## config.mk

```make
export PLATFORM = sky130hd
export DESIGN_NAME = ibuf_fill
export DESIGN_NICKNAME = d
export VERILOG_FILES = /design/src/rtl/ibuf_fill.sv
export SDC_FILE = /design/constraint.sdc
export NUM_CORES = 2
export LEC_CHECK = 0
export CAP_MARGIN = 15
export CELL_PAD_IN_SITES_DETAIL_PLACEMENT = 1
export CELL_PAD_IN_SITES_GLOBAL_PLACEMENT = 1
export CORE_MARGIN = 3
export CORE_UTILIZATION = 45
export CTS_BUF_LIST = sky130_fd_sc_hd__clkbuf_16
export DETAILED_ROUTE_END_ITERATION = 16
export PLACE_DENSITY = 0.7
export SKIP_LAST_GASP = 1
export SYNTH_ARGS = -nofsm -noshare
export SYNTH_HDL_FRONTEND = slang
export SYNTH_SLANG_ARGS = --single-unit
```

## constraint.sdc

```tcl
create_clock -name clk -period 4.9 [get_ports clk]
set_input_delay 0.49 -clock clk [delete_from_list [all_inputs] [get_ports clk]]
set_output_delay 0.49 -clock clk [all_outputs]
set_load 0.01 [all_outputs]
```

## src/rtl/ibuf_fill.sv

```systemverilog
// ibuf_fill: AXI read-data beats into a ROWS x BURST tile buffer, served to the PE reader.
// Define IBUF_PINGPONG_EN for two tile banks (fill one while the other is read).
module ibuf_fill #(
    parameter int DW     = 32,
    parameter int KSIZE  = 3,
    parameter int POY    = 3,
    parameter int STRIDE = 1,
    parameter int BURST  = 16,
    localparam int ROWS  = (POY - 1) * STRIDE + KSIZE,
    localparam int RW    = $clog2(ROWS),
    localparam int CW    = $clog2(BURST)
) (
    input  logic          clk,
    input  logic          rst_n,
    input  logic [DW-1:0] rdata,
    input  logic          rvalid,
    input  logic          rlast,
    output logic          rready,
    output logic          tile_valid,
    output logic          fill_done,
    input  logic          tile_release,
    input  logic          rd_en,
    input  logic [RW-1:0] rd_row,
    input  logic [CW-1:0] rd_col,
    output logic [DW-1:0] rd_data,
    output logic          burst_err
);

`ifdef IBUF_PINGPONG_EN
    localparam int NB = 2;
`else
    localparam int NB = 1;
`endif
    localparam int AW = $clog2(NB * ROWS * BURST);

    logic [DW-1:0] mem [NB*ROWS*BURST];
    logic [CW-1:0] col;
    logic [RW-1:0] row;
    logic          wr_bank;
    logic          rd_bank;
    logic          full_wr;
    logic          full_rd;
    logic          acc;
    logic          last_col;
    logic          last_row;
    logic          tile_done;
    logic          rel;
    logic [AW-1:0] wa;
    logic [AW-1:0] ra;

    assign rready     = !full_wr;
    assign tile_valid = full_rd;
    assign acc        = rvalid && rready;
    assign last_col   = col == CW'(BURST - 1);
    assign last_row   = row == RW'(ROWS - 1);
    assign tile_done  = acc && last_col && last_row;
    assign rel        = tile_release && tile_valid;

    assign wa = AW'((32'(wr_bank) * ROWS + 32'(row)) * BURST + 32'(col));
    assign ra = AW'((32'(rd_bank) * ROWS + 32'(rd_row)) * BURST + 32'(rd_col));

`ifdef IBUF_PINGPONG_EN
    logic [1:0] full;
    logic [1:0] full_nxt;

    assign full_wr = full[wr_bank];
    assign full_rd = full[rd_bank];

    // Completion and release always target different banks, so both apply.
    always_comb begin
        full_nxt = full;
        if (tile_done) full_nxt[wr_bank] = 1'b1;
        if (rel)       full_nxt[rd_bank] = 1'b0;
    end

    always_ff @(posedge clk or negedge rst_n) begin
        if (!rst_n) begin
            full    <= '0;
            wr_bank <= 1'b0;
            rd_bank <= 1'b0;
        end else begin
            full <= full_nxt;
            if (tile_done) wr_bank <= !wr_bank;
            if (rel)       rd_bank <= !rd_bank;
        end
    end
`else
    logic full;

    assign wr_bank = 1'b0;
    assign rd_bank = 1'b0;
    assign full_wr = full;
    assign full_rd = full;

    always_ff @(posedge clk or negedge rst_n) begin
        if (!rst_n) begin
            full <= 1'b0;
        end else if (tile_done) begin
            full <= 1'b1;
        end else if (rel) begin
            full <= 1'b0;
        end
    end
`endif

    // Position advances by beat count only; rlast is checked, never obeyed.
    always_ff @(posedge clk or negedge rst_n) begin
        if (!rst_n) begin
            col       <= '0;
            row       <= '0;
            fill_done <= 1'b0;
            burst_err <= 1'b0;
        end else begin
            fill_done <= tile_done;
            if (acc) begin
                if (rlast != last_col) burst_err <= 1'b1;
                if (last_col) begin
                    col <= '0;
                    row <= last_row ? '0 : row + 1'b1;
                end else begin
                    col <= col + 1'b1;
                end
            end
        end
    end

    always_ff @(posedge clk) begin
        if (acc) mem[wa] <= rdata;
    end

    always_ff @(posedge clk or negedge rst_n) begin
        if (!rst_n) begin
            rd_data <= '0;
        end else if (rd_en) begin
            rd_data <= mem[ra];
        end
    end

endmodule

```

==> results.sh <==
export IMPL_outcome="finished clean"
export IMPL_cpMostUsedCell="buf_4"
export IMPL_drive_gt1_share_pct=30.0
export IMPL_tns_ns=0
export IMPL_grt_usage_pct=25.3
export IMPL_postSynthCellCount=4185
export IMPL_cts_clk_slew_worst_paths_ns=0.06
export IMPL_post_dp_cell_area_sq_um=105000
export IMPL_synth_cell_types=46
export IMPL_die_h_um=474
export IMPL_worst_pin_slew_ns=1.27
export IMPL_cts_setup_buffers=0
export IMPL_gp_congestion=0.842
export IMPL_dr_pass1_iters=5
export IMPL_period_share_pct=68.7
export IMPL_crit_path_end_kind="register"
export IMPL_finalInstanceArea_sq_um=112000
export IMPL_cts_sinks=2602
export IMPL_dp_hpwl_um=162000
export IMPL_ant_nets=0
export IMPL_antenna_found_initial=10
export IMPL_synth_seq_cells=2602
export IMPL_r2r_end="rd_data[7]"
export IMPL_start_util_pct=45.3
export IMPL_cts_buffers=239
export IMPL_ys_seq_area_share_pct=79.1
export IMPL_clock_latency_ns=0.90
export IMPL_drv_cap=0
export IMPL_r2r_start="mem[61][7]"
export IMPL_yosys_area_top_type="edfxtp_1"
export IMPL_dieWidth_um=474
export IMPL_hold_viol_final=0
export IMPL_start_kind="input pin"
export IMPL_slew_violations=0
export IMPL_cts_resized=0
export IMPL_setup_viol=0
export IMPL_crit_chain="buf_8, buf_12, buf_4, mux4_2, a22oi_1, a21oi_1, o41ai_1, buf_4, a31oi_1"
export IMPL_wl_per_cell_um=36.9
export IMPL_grt_pass1_wl_um=398000
export IMPL_path_class="input pin to register"
export IMPL_coreArea_sq_um=217000
export IMPL_first_iter_violations=6330
export IMPL_fin_hold_ws_ns=0.119
export IMPL_syn_cell_area_sq_um=98500
export IMPL_timing_slew_headroom_pct=14.5
export IMPL_synthArstFlopShare_pct=1.61
export IMPL_grt_pass1_vias=50545
export IMPL_hold_buffers=3
export IMPL_num_rows=171
export IMPL_grt_setup_unrepaired="false"
export IMPL_num_fill_cells=18775
export IMPL_gr_total_overflow=0
export IMPL_hold_path_class="input pin to register"
export IMPL_syn_area_per_cell_sq_um=23.5
export IMPL_skew_ns=0.0710
export IMPL_critPathMaxStageDelay_ns=1.16
export IMPL_r2r_slack_ns=1.77
export IMPL_syn_num_nets=4233
export IMPL_worstRegToRegCells=7
export IMPL_cp_required_ns=5.63
export IMPL_ys_top_cells_by_area="edfxtp_1 78%, mux4_2 16%, a22oi_1 1.5%, dfrtp_1 1.1%, a21oi_1 0.52%"
export IMPL_synth_edf_count=2560
export IMPL_crit_fanout=29
export IMPL_synth_flop_cell="edfxtp_1"
export IMPL_synth_top_area_share_pct=78.1
export IMPL_p_leak_nw=34.8
export IMPL_ios=81
export IMPL_cp_slowest_cell="o41ai_1"
export IMPL_yosys_warnings=0
export IMPL_post_route_min_period_ns=3.37
export IMPL_root_buffer="clkbuf_16"
export IMPL_viasPerCell=6.36
export IMPL_grt_start_max_net_pins=134
export IMPL_port_buffers=80
export IMPL_max_freq_mhz=297
export IMPL_powerDensity_nw_per_um2=420
export IMPL_endpoint="rd_data[7]"
export IMPL_cts_max_level=4
export IMPL_vias=48315
export IMPL_drc=0
export IMPL_wl_um=281000
export IMPL_irDropWorstVdd_mv=0.396
export IMPL_clock_path_buffers=3
export IMPL_cp_arrival_ns=4.10
export IMPL_cts_tree="yes"
export IMPL_yosys_cell_count_top_type="edfxtp_1"
export IMPL_areaGrowthSynthToFinish_pct=14.1
export IMPL_fin_nets=4574
export IMPL_startpoint="rd_col[0]"
export IMPL_dieArea_sq_um=224000
export IMPL_synth_commonest_cells="2560 x edfxtp_1, 689 x mux4_2, 194 x a22oi_1"
[kinds of logic after synthesis]
logic type	share of synthesized area, %
mux	16.0
simple gates	1.06
flops	79.1
fa+ha+maj	0.0381
xor+xnor	0.0267
compound gates	2.62
buf+inv	1.11
[worst max-delay path: cells and delay by family]
family | cells | cell delay (ns)
multiplexers | 1 | 0.52
buffers and inverters | 4 | 1.22
AO/OA/AOI/OAI | 4 | 1.75
[flip-flops by register name, indices dropped and copies added (netlist names)]
signal / count
burst_err: 1
row: 3
col: 4
fill_done: 1
mem: 2560
tile_valid: 1
rd_data: 32
[stage by stage]
| stage | worst slack (ns) | power, mW | util (%) | instances |
|---|---|---|---|---|
| 2_1_floorplan | 1.04 | 27.3 | - | 4185 |
| 4_1_cts | 1.69 | 47.4 | 51.7 | 7591 |
| 3_5_place_dp | 0.721 | 29.2 | 48.1 | 7135 |
| 3_3_place_gp | 0.733 | 29.1 | 48.1 | 7135 |
| 6_report | 1.53 | 47.2 | 51.7 | 7596 |
| 5_1_grt | 1.54 | 48.5 | 51.7 | 7593 |
[power by group]
group	switching (mW)	internal, mW	leakage [nW]
combinational	2.33	1.10	7.31
sequential	0.290	25.1	23.5
clock	8.36	10.0	3.96
total	11.0	36.2	34.8
[how the worst min path moves through the flow]
stage | cells after the start | end | startpoint | slack, ns
floorplan | 0 | burst_err | rst_n | 0.19
global placement | 1 | burst_err | burst_err | 0.45
detailed placement | 1 | burst_err | burst_err | 0.45
CTS | 1 | mem[25][4] | rdata[4] | 0.05
global route | 1 | mem[65][4] | rdata[4] | 0.08
finish | 1 | mem[49][2] | rdata[2] | 0.12
[cells in the final DEF (no fill, tap or decap), types with 4 or more instances in the layout]
master           count
edfxtp_1          2560
mux4_2             689
clkbuf_16          240
buf_4              221
a22oi_1            194
a21oi_1            103
nor2_4              79
nand2_1             70
clkinv_1            67
inv_1               51
clkinv_2            48
nor2_1              43
dfrtp_1             42
clkdlybuf4s50_1     41
buf_2               35
buf_12              31
a31oi_1             28
bufinv_16           21
mux2i_1             17
nor2b_1             14
o41ai_1             12
o41ai_2             12
nand3_1             11
clkinvlp_4          10
o21ai_0              8
mux2_2               7
clkinv_16            7
nand2b_1             6
nor4_1               5
o211ai_1             5
inv_6                5
diode_2              4
o22ai_1              4
clkinv_4             4
[routing by layer]
metal / vias to the layer above / track usage [%] / part of all wire, %
met5: - / 0 / 0.014
met4: 6 / 9.14 / 3.8
li1: 18719 / - / -
met2: 2657 / 40.6 / 49
met1: 26490 / 34.4 / 38
met3: 443 / 5.29 / 9.6
[area by class of cell]
cell class | count | area, sq um | share of cell area (%)
diodes | 4 | 10.0 | 0.00891
clock inverters | 213 | 1740 | 1.55
clock buffers | 240 | 6010 | 5.34
well taps | 2854 | 3570 | 3.18
inverters | 4 | 15.0 | 0.0134
flip-flops and latches | 2602 | 77900 | 69.3
repair buffers | 334 | 2940 | 2.62
multi-input cells | 1345 | 20200 | 17.9
No activity file was read; power rests on OpenSTA's default activity.
